==> src/rtl/melbank_filter_reader.sv <==
// Mel filterbank consumer: walks one filter's coefficient ROM in step with the
// incoming FFT power bins, hides the ROM's one-cycle read latency and
// accumulates a single saturating filter energy per frame.
module melbank_filter_reader #(
   parameter int ADDR_WIDTH = 9,
   parameter int COEF_WIDTH = 8,
   parameter int PWR_WIDTH  = 32,
   parameter int ACC_WIDTH  = 48,
   parameter int NUM_BINS   = 512
) (
   input  logic                  clk,
   input  logic                  rst,
   input  logic                  s_valid,
   output logic                  s_ready,
   input  logic [PWR_WIDTH-1:0]  s_data,
   input  logic                  s_last,
   output logic [ADDR_WIDTH-1:0] addr,
   input  logic [COEF_WIDTH-1:0] rd_data,
   output logic                  m_valid,
   input  logic                  m_ready,
   output logic [ACC_WIDTH-1:0]  m_data,
   output logic                  m_overflow,
   output logic                  err_len
);

   localparam int PROD_W = PWR_WIDTH + COEF_WIDTH;

   typedef enum logic [1:0] {RUN, DRAIN, HOLD} state_t;

   state_t                state, state_nxt;
   logic [ADDR_WIDTH-1:0] bin_cnt;
   logic [PWR_WIDTH-1:0]  p1_pwr;
   logic                  p1_valid;
   logic [ACC_WIDTH-1:0]  acc;
   logic                  ovf;
   logic                  err;

   logic                  xfer;
   logic                  cnt_end;
   logic                  frame_end;
   logic                  handoff;
   logic [PROD_W-1:0]     prod;
   logic [ACC_WIDTH:0]    sum;
   logic                  sat;

   assign xfer      = s_valid & s_ready;
   assign cnt_end   = (bin_cnt == ADDR_WIDTH'(NUM_BINS - 1));
   // The bin counter also ends the frame so a missing s_last can never wrap it.
   assign frame_end = xfer & (s_last | cnt_end);
   assign handoff   = (state == HOLD) & m_ready;

   // Weight arrives one cycle after the address, aligned with the staged power.
   assign prod = PROD_W'(p1_pwr) * PROD_W'(rd_data);
   assign sum  = {1'b0, acc} + (ACC_WIDTH + 1)'(prod);
   assign sat  = sum[ACC_WIDTH];

   assign addr       = bin_cnt;
   assign m_data     = acc;
   assign m_overflow = ovf;
   assign err_len    = err;

   // State register
   always_ff @(posedge clk) begin
      if (rst) state <= RUN;
      else     state <= state_nxt;
   end

   // Next state: DRAIN is the single cycle the last product needs to land in acc
   always_comb begin
      state_nxt = state;
      case (state)
         RUN:     if (frame_end) state_nxt = DRAIN;
         DRAIN:   state_nxt = HOLD;
         HOLD:    if (m_ready) state_nxt = RUN;
         default: state_nxt = RUN;
      endcase
   end

   // Outputs decoded from state
   always_comb begin
      s_ready = (state == RUN);
      m_valid = (state == HOLD);
   end

   // Datapath: bin counter, power stage, saturating accumulator and frame flags
   always_ff @(posedge clk) begin
      if (rst) begin
         bin_cnt  <= '0;
         p1_pwr   <= '0;
         p1_valid <= 1'b0;
         acc      <= '0;
         ovf      <= 1'b0;
         err      <= 1'b0;
      end else begin
         p1_valid <= xfer;
         if (xfer) begin
            p1_pwr  <= s_data;
            bin_cnt <= (s_last | cnt_end) ? '0 : bin_cnt + 1'b1;
         end
         if (handoff) begin
            acc <= '0;
            ovf <= 1'b0;
            err <= 1'b0;
         end else begin
            if (p1_valid) begin
               // Once saturated, any further carry keeps acc pinned at all ones.
               acc <= sat ? '1 : sum[ACC_WIDTH-1:0];
               if (sat) ovf <= 1'b1;
            end
            if (frame_end && !cnt_end) err <= 1'b1;
         end
      end
   end

endmodule

==> config.mk <==
export PLATFORM = sky130hd
export DESIGN_NAME = melbank_filter_reader
export DESIGN_NICKNAME = d
export VERILOG_FILES = /design/src/rtl/melbank_filter_reader.sv
export SDC_FILE = /design/constraint.sdc
export NUM_CORES = 1
export LEC_CHECK = 0
export BUFFER_PORTS_ARGS = -buffer_cell sky130_fd_sc_hd__buf_2
export CAP_MARGIN = 20
export CORE_AREA = 4 4 164 151
export DETAILED_ROUTE_END_ITERATION = 10
export DIE_AREA = 0 0 168 155
export GPL_TIMING_DRIVEN = 0
export HOLD_SLACK_MARGIN = 0.03
export MAX_ROUTING_LAYER = met4
export PLACE_DENSITY = 0.79
export SETUP_SLACK_MARGIN = 0.4
export SLEW_MARGIN = 10
export SYNTH_ARGS = -nofsm -noshare
export SYNTH_HDL_FRONTEND = slang
export SYNTH_SLANG_ARGS = --single-unit
==> constraint.sdc <==
create_clock -name clk -period 4.8 [get_ports clk]
set_clock_uncertainty 0.1 [all_clocks]
set_input_delay 0.24 -clock clk [delete_from_list [all_inputs] [get_ports clk]]
set_output_delay 0.24 -clock clk [all_outputs]
set_load 0.02 [all_outputs]
# == Word-level counts from Yosys, hierarchy flattened ==
# Index checks and enable logic that the tools add are counted.
# totals
latchBits,0
ramBits,0
romBits,0
wordCells,30
input_bits,45
memories,0
regBits,94
# op_classes
magnitude_cmp,0
n_mux,5
n_eq_ne,5
reduce_logical,6
mul,1
shift,0
n_div,0
add_sub_neg,2
bitwise_logic,4
# op_table
cell,n
48-bit by 40-bit adder with 49-bit output,1
48-bit two-way mux,1
32-bit by 8-bit multiplier with 40-bit output,1
"9-bit by 1-bit adder with 9-bit output, second input constant",1
"9-bit == test, second input constant",1
9-bit two-way mux,1
2-bit one-hot mux with 3 select lines,1
2-bit two-way mux,2
"2-bit by 1-bit != test with 1-bit output, second input constant",2
2-bit AND reduction,2
1-bit bitwise AND,3
"2-bit by 1-bit == test with 1-bit output, second input constant",1
"2-bit == test, second input constant",1
2-bit logical NOT,1
2-bit OR reduction,1
1-bit logical AND,1
1-bit logical NOT,1
1-bit bitwise OR,1

# == Logic depth before layout (Yosys ltp) ==
# depth
ltp_word,5
depth_mapped,21
ltp_nobuf,20

# == Least setup slack after synthesis ==
# OpenSTA, ideal clock, no wires.
# synth_path
path_kind,register -> register
from,reg p1_pwr[30]
to,reg acc[20] (netlist: m_data[20])
required_ns,4.578
setup_ns,0.122
path_slack_ns,-0.224
stages_incl_launch_ff,22
arrival_time_ns,4.802
n_path_buf,4
path_cell_list,dfxtp_1 buf_1 nand2_1 fa_1 inv_1 fa_1 fa_1 inv_1 fa_1 inv_1 ha_1 clkbuf_1 a21o_1 a221o_1 a41oi_2 o21ai_1 a31o_2 o21a_2 nor2b_2 buf_6 buf_6 a21oi_2
# synth_between
elab_chain_cells,3
# synth_rtl
element,line_no,text
"start, declared",32,logic [PWR_WIDTH-1:0] p1_pwr;
"start signal, assigned",97,p1_pwr <= s_data;
32-bit by 8-bit multiplier with 40-bit output,53,assign prod = PROD_W'(p1_pwr) * PROD_W'(rd_data);
48-bit by 40-bit adder with 49-bit output,54,"assign sum = {1'b0, acc} + (ACC_WIDTH + 1)'(prod);"
48-bit two-way mux,107,acc <= sat ? '1 : sum[ACC_WIDTH-1:0];
"end signal, assigned",107,
"end, declared",34,logic [ACC_WIDTH-1:0] acc;
# Every way passes these cells.
# A chain may end at the register's enable or synchronous reset.

# == Final worst setup path ==
# layout_path
from,reg p1_pwr[30]
to,reg acc[16] (netlist: m_data[16])
# Same word-level chain as after synthesis.

==> results.py <==
metrics = {
    "die": {
        "coreArea_sq_um": 23000,
        "die_y_um": 155,
        "die_area_sq_um": 26000,
        "rows": 53,
        "ios": 106,
        "start_util": 0.563,
        "fp.dieW_um": 168,
    },
    "sta": {
        "fin_crit_sh": 1.08,
        "tightest_slew_ns": 0.910,
        "slew_headroom": 0.394,
        "hold_violations": 0,
        "maxSlewViolCount": 0,
        "fin_crit_ns": 5.21,
        "rsz0062_at_grt": "true",
        "setup_ws_ns": -0.408,
        "max_freq_ghz": 0.192,
        "final.setup.tns_ns": -16.98,
        "setup-violations-final": 49,
    },
    "finish": {
        "synthToLayoutAreaGrowth_pct": 22.7,
        "fin_util": 0.691,
        "drive_gt1_frac": 0.258,
        "finish.instance_area_sq_um": 15900,
        "antenna_cells": 0,
        "nNetsFinal": 2041,
    },
    "logic_synthesis": {
        "synthArstFlopShare": 0,
        "synth-edff-count": 0,
        "synth.mux.area_fraction": 0.000772,
        "synth.most_common_cell": "inv_1",
        "synth-seq-area-share": 0.145,
        "synth-xor-area-share": 0.0291,
        "synth_seq_cells": 94,
        "synthAdderAreaFrac": 0.401,
        "post-synth-top-area-fraction": 0.337,
        "synth_largest_area_cell": "fa_1",
        "yosysWarnings": 0,
        "synthSimpleGateAreaFrac": 0.184,
        "synth-compound-area-share": 0.133,
        "ys_types": 67,
        "synth_area_leaders": "fa_1 (34%), dfxtp_1 (15%), and2_1 (8.9%)",
        "yosys_most_used_dff": "dfxtp_1",
        "synth_cells": 1515,
        "avgSynthCellArea_sq_um": 8.55,
        "synthesis.nets": 1845,
        "mappedNetlistArea_sq_um": 13000,
        "synth_top_family_by_area": "adder cells",
        "synth_commonest_cells": "inv_1 (294), fa_1 (218), nand2_1 (190)",
    },
    "grt": {
        "grt_pass1_vias": 11808,
        "antenna_found_initial": 1,
        "overflow": 0,
        "track_usage": 0.308,
        "grt_max_degree": 20,
        "grt_pass1_wl_mm": 61.7,
    },
    "setup_path": {
        "crit_path_cell_trace": "buf_6, nand2_1, fa_2, inv_1, fa_2, fa_1, inv_1, fa_1, inv_1, ha_1, clkbuf_8, a21o_1, a221o_1, a41oi_2, o21ai_1, a31o_2, o21a_4, nor2b_4, buf_12, buf_12, a21oi_4",
        "cpMaxStageDelayCell": "fa_2",
        "crit_family": "adder cells",
        "cp.required_ns": 4.95,
        "cp.arrival_ns": 5.36,
        "path_buf_inv": 7,
        "critical_path_class": "register to register",
        "cpPeakStageDelay_ns": 0.57,
        "cp-start-kind": "register",
        "path_common_cell": "inv_1",
        "end_kind": "register",
        "worstPathMaxFanout": 10,
    },
    "job": {
        "drv_cap": 0,
    },
    "cts": {
        "cts_sinks": 94,
        "path_clk_slew_ns": 0.08,
        "insertion_delay_ns": 0.37,
        "clockBufferDepth": 2,
        "cts-htree-levels": 3,
        "root_buffer": "clkbuf_16",
        "cts_made_buffers": 9,
        "cts_tree": "built",
    },
    "place": {
        "place_congestion": 0.987,
        "place_area_sq_um": 14300,
        "portBuffers": 105,
        "dp_hpwl_mm": 28.9,
        "post-place-ws_ns": -1.18,
    },
    "power_and_ir_drop": {
        "leakage_nw": 7.73,
        "irDropWorstVdd_v": 0.000200,
        "powerDensity_nw_per_um2": 289,
        "power_mw": 4.60,
    },
    "drt": {
        "wl_per_cell_um": 19.1,
        "drt_iter0_markers": 775,
        "route.vias.total": 11207,
        "drcViolationCount": 0,
        "antenna_left": 0,
        "dr.pass1.iters": 5,
        "routed_wirelength_mm": 38.6,
        "viasPerCell": 5.55,
    },
    "outcome": {
        "failed_checks": "negative setup slack",
        "status": "finished with violations",
    },
    "hold_path": {
        "hp-class": "primary input to register",
    },
}
-- final cells by class --
class	instances	area, sq um
multi-input combinational	1064	10400
tap	302	378
sequential	94	2030
fill	1782	7100
buffer	63	458
inverter	294	1100
timing repair buffer	185	1260
clock inverter	7	72.6
clock buffer	9	225
-- repair_timing --
action                                  4_1_cts  5_1_grt
pin swaps                                    31       28
cloned                                        0        1
buffers inserted                             36       11
endpoints found under the setup margin       49       49
resized for setup                           105       73
hold buffers                                 32        0
hold endpoints to repair                     32        0
-- through the flow --
stage	hold WS [ns]	std cells
after global routing	0.0993	2018
after detailed placement	0.359	1922
final	0.0770	2018
after global placement	0.348	1922
after floorplan	0.268	1515
after CTS	0.0408	2006
-- logic make-up after synthesis --
logic type               after synthesis
AO/OA/AOI/OAI                        264
adder cells (fa/ha/maj)              285
multiplexers                           1
flip-flops                            94
AND/OR/NAND/NOR                      471
buffers and inverters                357
XOR/XNOR                              43
-- path summary, 6_finish.rpt --
kind | slack (ns) | from | to | cells after the start
worst min register to register | 0.40 | err_len | err_len | 2
worst min-delay path | 0.08 | s_last | err_len | 3
worst max register to register | -0.41 | p1_pwr[30] | m_data[16] | 21
worst max-delay path | -0.41 | p1_pwr[30] | m_data[16] | 21
-- placed cells by master (no fill, tap or decap), drive strengths merged, types with 6 or more instances in the layout --
cell type,count
a21o,21
buf,167
nand4,14
xor2,26
fa,218
ha,67
nand3,10
nor2,40
inv,299
o21a,6
o21ai,64
dfxtp,94
and2,185
a21oi,112
o22ai,7
o21bai,11
xnor2,17
dlygate4sd3,32
and3,6
nand2,190
clkbuf,58
-- routing by layer --
| layer | part of all wire | track usage | vias up | wire (um) |
|---|---|---|---|---|
| met5 | 0 | - | - | 0 |
| met4 | 0.028 | 0.0835 | 0 | 1090 |
| met3 | 0.083 | 0.0661 | 70 | 3210 |
| met2 | 0.48 | 0.507 | 443 | 18600 |
| met1 | 0.41 | 0.390 | 5608 | 15700 |
| li1 | - | - | 5086 | - |
-- report_power, final --
group / internal [mW] / total, mW / switching (mW)
logic: 1.21 / 2.91 / 1.70
clock network: 0.371 / 0.772 / 0.401
registers: 0.837 / 0.911 / 0.0736
-- state kept, by name, summed over array words and instances, names as in the netlist --
signal / count
state: 2
addr: 9
m_data: 48
p1_pwr: 32
m_overflow: 1
p1_valid: 1
err_len: 1
-- worst register-to-register path, stage by stage, from the launching register on --
cell and delay [ns]:
dfxtp_2 0.32, buf_6 0.12, nand2_1 0.08, fa_2 0.57, inv_1 0.06, fa_2 0.40, fa_1 0.52, inv_1 0.05
fa_1 0.49, inv_1 0.04, ha_1 0.27, clkbuf_8 0.16, a21o_1 0.17, a221o_1 0.35, a41oi_2 0.26, o21ai_1 0.09
a31o_2 0.27, o21a_4 0.23, nor2b_4 0.13, buf_12 0.17, buf_12 0.16, a21oi_4 0.06
Note: power is estimated with default switching activity, not from simulation.
